===== src/rtl/gray_cnt_gen.sv =====
// gray_cnt_gen: binary counter with registered gray output, load, up/down stepping and wrap pulse
module gray_cnt_gen #(
  parameter int WIDTH = 4
) (
  input  logic             clk,
  input  logic             rst,
  input  logic             en,
  input  logic             up,
  input  logic             load,
  input  logic [WIDTH-1:0] load_val,
  output logic [WIDTH-1:0] g,
  output logic [WIDTH-1:0] bin_ref,
  output logic             wrap,
  output logic             valid
);
  logic [WIDTH-1:0] cnt, nxt;
  logic             nwrap;
  always_comb begin
    nxt   = load ? load_val : en ? (up ? cnt + 1'b1 : cnt - 1'b1) : cnt;
    nwrap = !load && en && (up ? &cnt : ~|cnt);
  end
  // g is derived from the next count so it stays in lockstep with cnt
  always_ff @(posedge clk) begin
    if (rst) begin
      cnt   <= '0;
      g     <= '0;
      wrap  <= 1'b0;
      valid <= 1'b0;
    end else begin
      cnt   <= nxt;
      g     <= nxt ^ (nxt >> 1);
      wrap  <= nwrap;
      valid <= 1'b1;
    end
  end
  assign bin_ref = cnt;
endmodule


===== config.mk =====
export PLATFORM = sky130hd
export DESIGN_NAME = gray_cnt_gen
export DESIGN_NICKNAME = d
export VERILOG_FILES = /design/src/rtl/gray_cnt_gen.sv
export SDC_FILE = /design/constraint.sdc
export NUM_CORES = 1
export LEC_CHECK = 0
export ABC_AREA = 1
export BUFFER_PORTS_ARGS = -buffer_cell sky130_fd_sc_hd__buf_4
export CAP_MARGIN = 20
export CORE_AREA = 10 10 47 49
export DETAILED_ROUTE_END_ITERATION = 8
export DIE_AREA = 0 0 57 59
export PLACE_DENSITY = 0.68
export SYNTH_ARGS = -nofsm -noshare
export SYNTH_HDL_FRONTEND = slang
export SYNTH_SLANG_ARGS = --single-unit

===== constraint.sdc =====
create_clock -name clk -period 2.71 [get_ports clk]
set_clock_uncertainty 0.1 [all_clocks]
set_input_delay 0.271 -clock clk [delete_from_list [all_inputs] [get_ports clk]]
set_output_delay 0.271 -clock clk [all_outputs]
set_load 0.05 [all_outputs]

==> impl_metrics.toml, run 1 <==
[min_path]
hp-start = "rst"
timing.hold.worst.class = "in -> reg"
hold-path-endpoint = "valid$_DFF_P_"
min_path_cells = 2

[drt]
via_count = 488
viasPerCell = 4.83
routed_wl_um = 1200
wire_per_inst_um = 11.9
post-route-drc-count = 0
dr.first_iter.drc_count = 9
detail-route-antenna-nets = 0
dr.pass1.iters = 3

[clock_network]
htreeDepth = 1
cts_resized = 0
tritoncts = "yes"
clk_pin_slew_ns = 0.06
root_buffer = "clkbuf_4"
clk_latency_ns = 0.26
cts_sinks = 9
postCtsSetupRepairBufs = 0
cts_buffers = 3
ctsHoldBuffers = 0
clockBufferDepth = 2

[finish]
final-instance-count-excl-fill = 101
syn_to_final_growth_pct = 36.0
multiInputGateArea_um2 = 263
seq_area_um2 = 180
fin_nets = 98
layout-drive-gt1-share = 0.353
fillCellCount = 167
fin_util = 0.469
antenna_cells = 0

[job]
cap_violations = 0

[sta]
slew_headroom = 0.802
final-setup-viol-count = 0
fin_setup_tns_ns = 0
fin_crit_sh = 0.619
fmaxAchievable_ghz = 0.596
rsz0062_at_grt = "false"
post-route-min-period_ns = 1.68
hold_viol_final = 0
drv_slew = 0
worst_pin_slew_ns = 0.297

[global_route]
grt_max_degree = 7
grt_pass1_vias = 529
grt_pass1_wl_um = 2140
grt_overflow = 0
antenna_found_initial = 0
grt_usage = 0.0773

[worst_setup_path]
rrSetupSlack_ns = 1.03
endpoint_kind = "flop"
critPathArrivalTime_ns = 1.73
required_ns = 2.76
worstSetupStartpoint = "bin_ref[0]$_SDFF_PP0_"
r2r_start = "bin_ref[0]$_SDFF_PP0_"
crit_path_max_fanout = 6
r2r_cells = 6
r2r_end = "g[0]$_SDFF_PP0_"
criticalPathCategory = "reg -> reg"
start_kind = "flop"

[yosys]
ys_warn_count = 0
synthTopCellsByArea = "dfxtp_1 37%, nand2_1 12%, o21ai_2 5.4%"
netlist_top_cells_count = "16 x nand2_1, 9 x dfxtp_1, 6 x nor2_1"
yosysSeqAreaShare = 0.373
synth_top_area_share = 0.373
synth_most_common_cell = "nand2_1"
syn_area_per_cell_um2 = 7.55
syn_area_um2 = 483
synth_top_area_cell = "dfxtp_1"
synth_seq_cells = 9
synth_cell_types = 21
synthCells = 64
ys.flop_type = "dfxtp_1"
synth_enable_flop_cells = 0
synth_nets = 76
synthArstFlopShare = 0

[die]
pin_count = 19
dieWidth_um = 57
core_um2 = 1400
rows = 14
initial_core_util = 0.345
die-height_um = 59
die_area_um2 = 3360

[placed_design]
placed_cells = 97
place.gp.congestion = 0.755
hpwl_um = 991
portBuffers = 18

[power_and_ir_drop]
p_leak_uw = 0.000330
irDropWorstVdd_v = 0.000401
p_per_area_nw_per_um2 = 604

[status]
status = "completed"
## cell families (layout without fill, tap and decap cells)
group	count (synthesis)	in the layout	share of synthesized area
AND/OR/NAND/NOR	28	28	0.244
flip-flops	9	9	0.373
AO/OA/AOI/OAI	14	14	0.189
buffers and inverters	9	30	0.0829
adder cells (fa/ha/maj)	3	3	0.0933
XOR/XNOR	1	1	0.0181
## sequential cells by signal, summed over array words and instances, names as in the netlist
signal,flops
wrap,1
bin_ref,3
g,4
valid,1
## power by group
part | internal (uW) | switching (uW) | total, uW
registers | 145 | 11.2 | 156
clock network | 56.6 | 44.6 | 101
logic | 48.7 | 91.3 | 140
total | 250 | 147 | 397
## worst max-delay path by stage
stage,end,slack (ns),cells after the start
5_1_grt,g[0]$_SDFF_PP0_,0.90,6
4_1_cts,g[0]$_SDFF_PP0_,1.01,6
2_1_floorplan,g[0]$_SDFF_PP0_,0.82,6
3_3_place_gp,g[0]$_SDFF_PP0_,1.05,7
6_report,g[0]$_SDFF_PP0_,1.03,6
3_5_place_dp,g[2]$_SDFF_PP0_,1.02,10
## cell usage in the layout, fill, tap and decap left out
cell type,n
a21oi_1,5
a41oi_1,1
buf_4,18
clkbuf_1,1
clkbuf_4,3
dfxtp_1,9
fa_1,1
ha_1,2
inv_1,4
inv_2,3
inv_4,1
nand2_1,16
nand3_1,2
nor2_1,6
nor2_2,2
nor4_1,1
o211ai_1,1
o21ai_0,1
o21ai_1,2
o21ai_2,3
o22a_1,1
or2_1,1
xnor2_1,1
## stage by stage
step / power [uW] / cell area [um2] / setup WS (ns) / hold WS [ns]
finish: 397 / 657 / 1.03 / 0.133
detailed placement: 300 / 631 / 1.02 / 0.400
global route: 427 / 657 / 0.903 / 0.133
CTS: 404 / 657 / 1.01 / 0.127
global placement: 297 / 631 / 1.05 / 0.400
floorplan: 255 / 483 / 0.818 / 0.231
## layout make-up
cell class | count | area share
clock buffer | 4 | 0.0400
inverter | 8 | 0.0495
multi-input combinational | 46 | 0.400
sequential | 9 | 0.274
tap | 16 | 0.0305
timing repair buffer | 18 | 0.206
## routing by layer
metal	up-vias	GRT usage	part of all wire
met2	17	0.126	0.46
li1	249	-	-
met3	0	0.0622	0.11
met5	-	0	0
met1	222	0.0817	0.44
met4	0	0	0
## critical path, cell delays in order, from the launching register on
cell,delay [ns]
dfxtp_1,0.49
fa_1,0.48
nand2_1,0.08
o211ai_1,0.09
o21ai_2,0.10
nor2_1,0.07
o22a_1,0.16
(Power assumes the default switching activity.)
==> run 2, diff against run 1 <==
- ABC_AREA: 1 -> 0
- PLACE_DENSITY: 0.68 -> 0.73
- clock period: 2.71 -> 1.5 ns (I/O delays scaled with it)
==> run 2 against run 1 <==
Compared with the run above:
- the run now ends with setup timing left
- synthesized cell count down 14%
- clock power increased by 80%
- register-to-register slack lost 1.3 ns
- cell count shrank 5.0%
- global-route usage is 0.24 points higher
- die area did not move
- final area grew 18%
- via count decreased by 1.2%
- synthesized area up 7.0%
- core utilization increased by 8.5 points
- first-iteration DRC count decreased by 11%
- largest power group is now combinational cells
==> impl_metrics.toml, run 2 <==
[status]
status = "finished with violations"
violations = "setup timing"

[yosys]
synth_top_area_cell = "dfxtp_1"
yosysSeqAreaShare = 0.349
netlist_top_cells_count = "9 x dfxtp_1, 6 x nor2_1, 3 x a21oi_1, 3 x inv_1"
synthXorXnorAreaFrac = 0.0508
synthMuxAreaShare = 0.0896
synth_seq_cells = 9
synth_enable_flop_cells = 0
synth_nets = 67
synth_top_area_share = 0.349
synthCells = 55
synthTopCellsByArea = "dfxtp_1 35%, ha_1 4.8%, nor2_1 4.4%"
yosys.area_share.simple = 0.211
synth_most_common_cell = "dfxtp_1"
syn_area_um2 = 517
syn_area_per_cell_um2 = 9.40
synthArstFlopShare = 0
ys_warn_count = 0
ys.flop_type = "dfxtp_1"
synth_cell_types = 34
synth_fa_ha_area_frac = 0.0872
synth_top_family_by_area = "simple AND/OR/NAND/NOR gates"
synth_compound_area_frac = 0.145

[die]
core_um2 = 1400
die-height_um = 59
initial_core_util = 0.369
rows = 14
die_area_um2 = 3360
dieWidth_um = 57
pin_count = 19

[global_route]
grt_pass1_vias = 525
grt_usage = 0.0797
antenna_found_initial = 0
grt_max_degree = 11
grt_overflow = 0
grt_pass1_wl_um = 2220

[power_and_ir_drop]
fin_total_pwr_uw = 769
irDropWorstVdd_v = 0.000567
p_leak_uw = 0.000361
p_per_area_nw_per_um2 = 991

[drt]
dr.first_iter.drc_count = 8
detail-route-antenna-nets = 0
dr.pass1.iters = 4
routed_wl_um = 1320
wire_per_inst_um = 13.8
viasPerCell = 5.02
via_count = 482
post-route-drc-count = 0

[worst_setup_path]
rrSetupSlack_ns = -0.26
critPathArrivalTime_ns = 1.85
criticalPathCategory = "reg -> reg"
required_ns = 1.59
crit_path_max_fanout = 4
endpoint_kind = "flop"
start_kind = "flop"
r2r_start = "bin_ref[0]$_SDFF_PP0_"
r2r_cells = 5
r2r_end = "g[1]$_SDFF_PP0_"

[sta]
fmaxAchievable_ghz = 0.568
rsz0062_at_grt = "true"
final-setup-viol-count = 5
fin_crit_sh = 1.17
worst_pin_slew_ns = 0.250
drv_slew = 0
hold_viol_final = 0
setup_slack_ns = -0.260
post-route-min-period_ns = 1.76
slew_headroom = 0.828

[min_path]
hp-start = "rst"
hold-path-endpoint = "g[3]$_SDFF_PP0_"
min_path_cells = 2
timing.hold.worst.class = "in -> reg"

[finish]
syn_to_final_growth_pct = 50.1
antenna_cells = 0
final_cell_mix = "25 x buf_4, 6 x nor2_1, 5 x dfxtp_1"
multiInputGateArea_um2 = 335
seq_area_um2 = 195
layout_commonest_cell = "buf_4"
largest_reg_flops = 4
top_register = "g"
fin_nets = 93
final-instance-count-excl-fill = 96
fin_util = 0.554
layout-drive-gt1-share = 0.475
fillCellCount = 129

[clock_network]
cts_sinks = 9
clk_pin_slew_ns = 0.06
cts_buffers = 3
tritoncts = "yes"
htreeDepth = 1
clockBufferDepth = 2
root_buffer = "clkbuf_4"
postCtsSetupRepairBufs = 0
clk_latency_ns = 0.26

[placed_design]
place.gp.congestion = 0.779
portBuffers = 18
placed_cells = 92
hpwl_um = 1060

[job]
cap_violations = 0
[run 2: cells by family (layout without fill, tap and decap cells)]
family          count (synthesis)  after routing
flops                           9              9
mux                             4              4
compound gates                 11             11
buf+inv                         7             32
xor+xnor                        3              3
simple gates                   18             18
fa+ha+maj                       3              3
[run 2: report_power, final]
group          internal [uW]  total [uW]  leakage (uW)  switching, uW
registers                262         275     0.0000772           13.1
logic                    131         312      0.000269            181
clock network            102         182     0.0000150           79.4
total                    495         769      0.000361            274
[run 2: layer usage]
metal  global-route usage  routed length, um  vias to the layer above
met3               0.0365                 80                        0
met1               0.0836                581                      219
met5                    0                  0                        -
met2                0.141                659                       14
met4               0.0201                  0                        0
li1                     -                  -                      249
[run 2: critical path, cell delays in order, from the launching register on]
cell     delay (ns)
dfxtp_4        0.35
fa_1           0.54
mux2_4         0.15
mux2i_4        0.07
or3_1          0.34
a21oi_1        0.14
[run 2: how the worst max path moves through the flow]
stage	endpoint	start	depth (start not counted)	slack, ns
after floorplan	g[2]$_SDFF_PP0_	g[3]$_SDFF_PP0_	4	-0.30
after global placement	g[2]$_SDFF_PP0_	up	7	-0.32
after detailed placement	g[1]$_SDFF_PP0_	up	7	-0.37
after CTS	g[1]$_SDFF_PP0_	bin_ref[0]$_SDFF_PP0_	5	-0.27
after global routing	g[1]$_SDFF_PP0_	bin_ref[0]$_SDFF_PP0_	5	-0.32
final	g[1]$_SDFF_PP0_	bin_ref[0]$_SDFF_PP0_	5	-0.26
[run 2: through the flow]
stage / hold slack [ns] / setup slack [ns] / setup TNS [ns] / instance area [um2]
6_report: 0.00753 / -0.260 / -0.761 / 776
3_3_place_gp: 0.271 / -0.323 / -1.19 / 741
4_1_cts: 0.00518 / -0.272 / -0.793 / 776
2_1_floorplan: 0.226 / -0.299 / -1.02 / 557
3_5_place_dp: 0.280 / -0.374 / -1.34 / 741
5_1_grt: 0.0122 / -0.323 / -1.07 / 776
[run 2: layout make-up]
type | instances | share of cell area
Tap cell | 16 | 0.0258
Multi-Input combinational cell | 39 | 0.432
Clock buffer | 4 | 0.0339
Sequential cell | 9 | 0.252
Inverter | 3 | 0.0145
Timing Repair Buffer | 25 | 0.242
[run 2: timing repair]
action	4_1_cts	5_1_grt
hold buffers	0	0
resized for setup	1	0
cloned	0	0
setup endpoints to repair	5	6
pin swaps	2	2
hold endpoints to repair	0	0
==> run 3, diff against run 2 <==
- GPL_TIMING_DRIVEN: not set -> 0
- SETUP_SLACK_MARGIN: not set -> 0.3
==> run 3 against run 2 <==
Compared with the run above:
- the flow still finishes with violations (setup timing)
- final area is 7.7% higher
- via count is 6.2% higher
- wire length is 7.4% higher
- sequential share of layout area is 1.8 points lower
- count of clock-buffer cells in the layout stayed put
- global-route usage is 0.098 points higher
- die area stayed put
- first-iteration DRC count is 13% lower
- register-to-register slack hardly changed
- core utilization is 4.3 points higher
- critical path type unchanged
- non-clock buffer count is 1 higher
- critical path depth stayed put
==> impl_metrics.toml, run 3 (synthesis results as in run 2) <==
[worst_setup_path]
cp_num_buf_inv = 0
cp_slowest_cell = "fa_2"
crit_path_max_fanout = 4
crit_end = "g[1]$_SDFF_PP0_"
cp.depth = 5
cp_cell_sequence = "fa_2 > mux2_4 > mux2i_4 > or3_1 > a21oi_2"
endpoint_kind = "flop"
r2r_cells = 5
crit_family = "adder cells"
required_ns = 1.60
worstSetupStartpoint = "bin_ref[0]$_SDFF_PP0_"
crit_path_max_incr_delay_ns = 0.55
start_kind = "flop"
rrSetupSlack_ns = -0.26
r2r_end = "g[1]$_SDFF_PP0_"
criticalPathCategory = "reg -> reg"
r2r_start = "bin_ref[0]$_SDFF_PP0_"
critPathArrivalTime_ns = 1.85

[power_and_ir_drop]
p_leak_uw = 0.000378
irDropWorstVdd_v = 0.000597
fin_total_pwr_uw = 813
p_per_area_nw_per_um2 = 973

[clock_network]
ctsHoldBuffers = 0
htreeDepth = 1
cts_buffers = 3
clockBufferDepth = 2
tritoncts = "yes"
root_buffer = "clkbuf_4"
clk_pin_slew_ns = 0.06
cts_sinks = 9
clk_latency_ns = 0.26

[finish]
fin_nets = 94
antenna_cells = 0
multiInputGateArea_um2 = 349
syn_to_final_growth_pct = 61.7
final-instance-count-excl-fill = 97
finish.instance_area_um2 = 836
layout_commonest_cell = "buf_4"
top_register = "g"
seq_area_um2 = 195
final_cell_mix = "16 x buf_4, 6 x nor2_1, 5 x dfxtp_1"
fillCellCount = 126
largest_reg_flops = 4
layout-drive-gt1-share = 0.506

[die]
die_area_um2 = 3360
pin_count = 19
initial_core_util = 0.369
rows = 14
core_um2 = 1400
dieWidth_um = 57
die-height_um = 59

[min_path]
timing.hold.worst.class = "in -> reg"

[drt]
detail-route-antenna-nets = 0
viasPerCell = 5.28
dr.first_iter.drc_count = 7
routed_wl_um = 1420
wire_per_inst_um = 14.6
dr.pass1.iters = 4
via_count = 512
post-route-drc-count = 0

[placed_design]
placed_cells = 87
hpwl_um = 981
pre_cts_ws_ns = -0.404
portBuffers = 16
place.gp.congestion = 0.678
placed_area_um2 = 697

[sta]
whs_ns = 0.0680
setup_slack_ns = -0.259
slew_headroom = 0.762
fin_crit_sh = 1.17
final-setup-viol-count = 5
drv_slew = 0
fmaxAchievable_ghz = 0.569
rsz0062_at_grt = "true"
worst_pin_slew_ns = 0.358
post-route-min-period_ns = 1.76
hold_viol_final = 0

[global_route]
grt_usage = 0.0806
grt_pass1_vias = 530
antenna_found_initial = 0
grt_overflow = 0
grt_pass1_wl_um = 2260
grt_max_degree = 11

[status]
violations = "setup timing"
status = "finished with violations"

[job]
cap_violations = 0
[run 3: changes by cell type in the layout (fill, tap and decap cells not counted), sizes merged]
cell / delta
clkbuf: +1
[run 3: layout make-up]
cell class / count / share of cell area
Buffer: 4 / 0.0329
Timing Repair Buffer: 22 / 0.247
Tap cell: 16 / 0.0240
Inverter: 3 / 0.0135
Clock buffer: 4 / 0.0314
Sequential cell: 9 / 0.234
Multi-Input combinational cell: 39 / 0.418
[run 3: tightest hold or removal path, stage by stage]
cell and delay (ns):
buf_4 0.09, mux2i_4 0.07, nor2_1 0.08
[run 3: metal layers]
| layer | up-vias | wire length (um) | share of wire | GRT usage |
|---|---|---|---|---|
| li1 | 251 | - | - | - |
| met1 | 244 | 556 | 0.39 | 0.0852 |
| met2 | 17 | 745 | 0.53 | 0.138 |
| met3 | 0 | 117 | 0.082 | 0.0429 |
| met4 | 0 | 0 | 0 | 0.0201 |
| met5 | - | 0 | 0 | 0 |
[run 3: how the worst min path moves through the flow]
| stage | end | cells after the start | slack [ns] | startpoint |
|---|---|---|---|---|
| after floorplan | bin_ref[1]$_SDFF_PP0_ | 2 | 0.23 | load_val[1] |
| after global placement | bin_ref[0]$_SDFF_PP0_ | 3 | 0.33 | load_val[0] |
| after detailed placement | bin_ref[0]$_SDFF_PP0_ | 3 | 0.34 | load_val[0] |
| after CTS | bin_ref[1]$_SDFF_PP0_ | 3 | 0.06 | load_val[1] |
| after global routing | bin_ref[1]$_SDFF_PP0_ | 3 | 0.07 | load_val[1] |
| final | bin_ref[1]$_SDFF_PP0_ | 3 | 0.07 | load_val[1] |
[run 3: repair_timing]
action,CTS,global route
endpoints found under the setup margin,7,11
buffers inserted,5,1
resized for setup,9,7
cloned,0,0
pin swaps,8,5
[run 3: per-stage QoR]
step / TNS, ns / util
finish: -0.755 / 0.596
global route: -1.10 / 0.596
CTS: -0.810 / 0.570
detailed placement: -1.48 / 0.497
global placement: -1.28 / 0.497
floorplan: -1.02 / -
[run 3: power breakdown]
part	total, uW	internal, uW	switching, uW
registers	277	262	14.9
logic	350	158	192
clock network	186	102	83.4
